### config.mk
export PLATFORM = sky130hd
export DESIGN_NAME = fetch_sequencer_flat
export DESIGN_NICKNAME = d
export VERILOG_FILES = /design/src/rtl/fetch_sequencer_if.sv /design/src/rtl/fetch_sequencer.sv /design/src/flat_wrapper.sv
export SDC_FILE = /design/constraint.sdc
export NUM_CORES = 1
export LEC_CHECK = 0
export ABC_AREA = 1
export CAP_MARGIN = 10
export CORE_MARGIN = 2
export CORE_UTILIZATION = 45
export CTS_CLUSTER_SIZE = 20
export DETAILED_ROUTE_END_ITERATION = 10
export GPL_TIMING_DRIVEN = 0
export PLACE_DENSITY = 0.89
export SLEW_MARGIN = 40
export SYNTH_ARGS = -nofsm -noshare
export SYNTH_HDL_FRONTEND = slang
export SYNTH_SLANG_ARGS = --single-unit
### constraint.sdc
create_clock -name clk -period 1.29 [get_ports clk]
set_input_delay 0.129 -clock clk [delete_from_list [all_inputs] [get_ports clk]]
set_output_delay 0.129 -clock clk [all_outputs]
set_load 0.05 [all_outputs]
### src/rtl/fetch_sequencer_if.sv
// fetch_sequencer_if: program-memory and decoder handshake bundle for the fetch stage
interface fetch_sequencer_if #(
    parameter int PC_W = 8
);
    logic            imem_rd;
    logic [PC_W-1:0] imem_addr;
    logic [7:0]      imem_data;
    logic            imem_valid;
    logic [1:0]      state_control;
    logic [7:0]      opcode;
    logic            exec_en;
    logic            mem_en;

    modport master (
        output imem_rd, imem_addr, opcode, exec_en, mem_en,
        input  imem_data, imem_valid, state_control
    );

    modport slave (
        input  imem_rd, imem_addr, opcode, exec_en, mem_en,
        output imem_data, imem_valid, state_control
    );
endinterface

### src/rtl/fetch_sequencer.sv
// fetch_sequencer: opcode fetch into the instruction register and FETCH/DECODE/MEM/EXEC sequencing
module fetch_sequencer #(
    parameter int PC_W  = 8,
    parameter int CNT_W = 16
) (
    input  logic              clk,
    input  logic              rst,
    input  logic              start,
    fetch_sequencer_if.master bus,
    output logic [PC_W-1:0]   pc,
    output logic              busy,
    output logic [CNT_W-1:0]  retired
);
    typedef enum logic [2:0] {IDLE, FETCH, DECODE, MEM, EXEC} state_t;

    state_t     state;
    logic [7:0] opcode;

    // Strobes are pure state decodes so they drop the instant reset forces IDLE.
    assign bus.imem_rd   = state == FETCH;
    assign bus.mem_en    = state == MEM;
    assign bus.exec_en   = state == EXEC;
    assign bus.imem_addr = pc;
    assign bus.opcode    = opcode;
    assign busy          = state != IDLE;

    // Sequencer: halt (10) returns to IDLE without retiring; reserved 11 runs as plain.
    always_ff @(posedge clk or posedge rst) begin
        if (rst) begin
            state   <= IDLE;
            pc      <= '0;
            opcode  <= 8'h00;
            retired <= '0;
        end else begin
            case (state)
                IDLE:   state <= start ? FETCH : IDLE;
                FETCH:  if (bus.imem_valid) begin
                            opcode <= bus.imem_data;
                            pc     <= pc + 1'b1;
                            state  <= DECODE;
                        end
                DECODE: state <= bus.state_control == 2'b10 ? IDLE :
                                 bus.state_control == 2'b01 ? MEM : EXEC;
                MEM:    state <= EXEC;
                EXEC:   begin
                            retired <= retired + 1'b1;
                            state   <= FETCH;
                        end
                default: state <= IDLE;
            endcase
        end
    end
endmodule

### src/flat_wrapper.sv
// flat-port wrapper written by rule: the top's interface ports become plain ports
module fetch_sequencer_flat 
#(
    parameter int PC_W  = 8,
    parameter int CNT_W = 16
)
  (clk, rst, start, pc, busy, retired, bus_imem_rd, bus_imem_addr, bus_opcode, bus_exec_en, bus_mem_en, bus_imem_data, bus_imem_valid, bus_state_control);
  fetch_sequencer_if #(.PC_W(PC_W)) bus_i ();
  input  logic clk;
  input  logic rst;
  input  logic start;
  output logic [PC_W-1:0] pc;
  output logic busy;
  output logic [CNT_W-1:0] retired;
  output wire logic [$bits(bus_i.imem_rd)-1:0] bus_imem_rd;
  output wire logic [$bits(bus_i.imem_addr)-1:0] bus_imem_addr;
  output wire logic [$bits(bus_i.opcode)-1:0] bus_opcode;
  output wire logic [$bits(bus_i.exec_en)-1:0] bus_exec_en;
  output wire logic [$bits(bus_i.mem_en)-1:0] bus_mem_en;
  input wire logic [$bits(bus_i.imem_data)-1:0] bus_imem_data;
  input wire logic [$bits(bus_i.imem_valid)-1:0] bus_imem_valid;
  input wire logic [$bits(bus_i.state_control)-1:0] bus_state_control;
  assign bus_imem_rd = bus_i.imem_rd;
  assign bus_imem_addr = bus_i.imem_addr;
  assign bus_opcode = bus_i.opcode;
  assign bus_exec_en = bus_i.exec_en;
  assign bus_mem_en = bus_i.mem_en;
  assign bus_i.imem_data = bus_imem_data;
  assign bus_i.imem_valid = bus_imem_valid;
  assign bus_i.state_control = bus_state_control;
  fetch_sequencer #(.PC_W(PC_W), .CNT_W(CNT_W)) u_core (.clk(clk), .rst(rst), .start(start), .bus(bus_i), .pc(pc), .busy(busy), .retired(retired));
endmodule
==> impl_metrics.tcl <==
set metrics [dict create \
    drc 0 \
    tns_ns -0.782 \
    min_period_ns 1.42 \
    finalMaxSlewViolations 0 \
    grt.met3_usage_pct 5.36 \
    synth-simple-area-share_pct 34.9 \
    grt_max_degree 36 \
    arrival_ns 1.62 \
    drive_above_1_share_pct 39.3 \
    p_per_area_nw_per_um2 2330 \
    cts_tree "done" \
    ys_ff_latch 35 \
    p_int_uw 3210 \
    syn_to_final_growth_pct 48.7 \
    setup_ws_ns -0.131 \
    power_frac_comb_pct 58.7 \
    track_usage_pct 19.2 \
    synth-compound-area-share_pct 0.267 \
    htree_levels 2 \
    cp_data_required_time_ns 1.49 \
    slew_headroom_pct 53.7 \
    run_status "complete, but fails checks" \
    antenna_found_initial 0 \
    clock_path_buffers 2 \
    clkLatencyLatePin_ns 0.29 \
    first_pass_iters 4 \
    rsz0062_at_grt "true" \
    vias 1675 \
    setup_violations 15 \
    diodes 0 \
    cts_sinks 35 \
    min-delay-path-class "in -> async" \
    grt_pass1_vias 1481 \
    netlist_instances 226 \
    finClkSkew_ns 0.00335 \
    rrSetupSlack_ns -0.13 \
    crit_path_max_incr_delay_ns 0.44 \
    worstSetupStartpointType "flop" \
    ant_nets 0 \
    fp-row-count 23 \
    start_util_pct 46.9 \
    gp_congestion 0.786 \
    yosys_warnings 0 \
    numCtsBuffers 5 \
    synth.distinct_cells 22 \
    finalHoldViolCount 0 \
    critical_path_class "reg -> reg" \
    power_switching_uw 3290 \
    synth-adder-area-share_pct 2.00 \
    peakVddDrop_mv 1.46 \
    viasPerCell 4.72 \
    crit_path_end_kind "flop" \
    syn_nets 243 \
    crit_path_top_delay_cell "dfrtp_2" \
    ios 58 \
    syn_area_um2 1880 \
    r2r_end "u_core.retired[4]$_DFFE_PP0N_" \
    nets 321 \
    clk_pin_slew_ns 0.07 \
    reg2reg_from "u_core.state[0]$_DFFE_PP0P_" \
    hold_buffers 0 \
    synth_top_family_by_area "simple AND/OR/NAND/NOR gates" \
    pwr-share-clk_pct 13.5 \
    drt-total-wl_mm 4.44 \
    grt_pass1_wl_mm 6.63 \
    fmax_mhz 704 \
    die-area_um2 4700 \
    die_w_um 68.6 \
    grt_util_met2_pct 32.8 \
    gr-total-overflow 0 \
    critPathMaxFanout 4 \
    swShare_pct 50.6 \
    crit_chain "nor2_4 -> buf_6 -> nand3_4 -> nor2_1 -> xor2_1" \
    grtUsageMet1_pct 23.8 \
    wire_per_inst_um 12.5 \
    drv_cap 0 \
    synth.area.mux_share_pct 0 \
    seq_power_share_pct 27.8 \
    tightest_slew_ns 0.694 \
    pre_cts_slack_ns -0.538 \
    place_hpwl_mm 2.85 \
    num-fill-cells 315 \
    first_iter_violations 122 \
    synth.avg_cell_area_um2 8.30 \
    core_um2 4000 \
    synth_xor_area_share_pct 5.54 \
    cts.root.buffer_cell "clkbuf_8" \
    die_h_um 68.6 \
    period_share_pct 110 \
    p_leak_uw 0.00143 \
    io_buffers 57 \
    violations "setup timing" \
    grt_busiest_layer "met2" \
    r2r_cells 5 \
    ys_seq_area_share_pct 46.7 \
]
[state kept, by name, indices dropped and copies added, names as in the netlist]
name	flops
u_core.state	3
u_core.bus.opcode	8
u_core.retired	16
u_core.bus.imem_addr	8
[critical path, delay by kind of cell (launching register included)]
kind,cells,cell delay (ns)
xor+xnor,1,0.22
buf+inv,1,0.14
flops,1,0.44
simple gates,3,0.52
[worst max path at each step]
stage,startpoint,end,cells after the start
2_1_floorplan,u_core.retired[2]$_DFFE_PP0N_,u_core.retired[14]$_DFFE_PP0N_,7
5_1_grt,u_core.state[0]$_DFFE_PP0P_,u_core.retired[4]$_DFFE_PP0N_,5
3_3_place_gp,rst,u_core.retired[0]$_DFFE_PP0N_,2
4_1_cts,u_core.state[1]$_DFFE_PP0P_,bus_exec_en,4
3_5_place_dp,u_core.state[0]$_DFFE_PP0P_,bus_exec_en,4
6_report,u_core.state[0]$_DFFE_PP0P_,u_core.retired[4]$_DFFE_PP0N_,5
[cell type report]
class / count / area [um2] / share of cell area, %
timing repair buffer: 70 / 637 / 22.8
multi-input combinational: 152 / 885 / 31.7
clock buffer: 8 / 100 / 3.59
inverter: 30 / 125 / 4.49
buffer: 10 / 82.6 / 2.96
sequential: 35 / 897 / 32.2
tap: 50 / 62.6 / 2.24
[per-stage QoR]
stage	power [uW]	hold slack, ns	utilization, %	instances	cell area [um2]
after global routing	6860	0.349	69.7	355	2790
after CTS	6310	0.307	68.0	346	2720
after detailed placement	5410	0.462	63.8	333	2550
after global placement	5340	0.453	63.8	333	2550
after floorplan	4300	0.246	-	226	1920
final	6500	0.271	69.7	355	2790
[routing by layer]
metal	share of wire (%)	routed length (um)
met2	53	2340
met1	41	1820
met4	1.3	58
met3	5.0	222
met5	0	0
[placed cells by master (no fill, tap or decap), types with 5 or more instances in the layout]
| cell type | instances |
|---|---|
| buf_6 | 7 |
| clkbuf_8 | 7 |
| dfrtp_2 | 17 |
| nand3b_1 | 8 |
| xor2_1 | 7 |
| nand2_1 | 83 |
| buf_4 | 17 |
| inv_1 | 24 |
| nor2_1 | 10 |
| nand2_2 | 5 |
| buf_2 | 11 |
| dfrtp_1 | 18 |
| clkdlybuf4s50_1 | 13 |
| clkdlybuf4s15_2 | 22 |
| clkbuf_2 | 7 |
| nand4_1 | 6 |
| nand3_1 | 9 |
[power groups by stage]
stage | clock network [uW] | registers, uW | logic [uW]
2_1_floorplan | 0 | 2730 | 1580
3_3_place_gp | 0 | 1800 | 3540
3_5_place_dp | 0 | 1820 | 3600
4_1_cts | 885 | 1810 | 3610
5_1_grt | 939 | 1860 | 4060
6_report | 879 | 1800 | 3810
[synthesized netlist by cell type (all sizes together)]
cell	number	area, um2
nand2	91	349
dfrtp	35	876
inv	29	111
nor2	18	115
nand3	12	72.6
buf	10	82.6
nand3b	9	80.1
xor2	8	77.6
nand4	6	37.5
ha	3	37.5
xnor2	3	26.3
a21oi	1	5.00
clkinv	1	5.00
[logic make-up (layout without fill, tap and decap cells)]
logic type               Yosys count  count (layout)
AO/OA/AOI/OAI                      1               1
XOR/XNOR                          11              11
adder cells (fa/ha/maj)            3               3
buffers and inverters             40             118
flip-flops                        35              35
AND/OR/NAND/NOR                  136             137
[what timing repair did]
action | CTS | global route
pin swaps | 2 | 15
endpoints found under the setup margin | 56 | 37
gates resized for setup | 166 | 29
gates cloned | 0 | 1
buffers inserted | 5 | 8
Power figures use the tool's default switching activity.
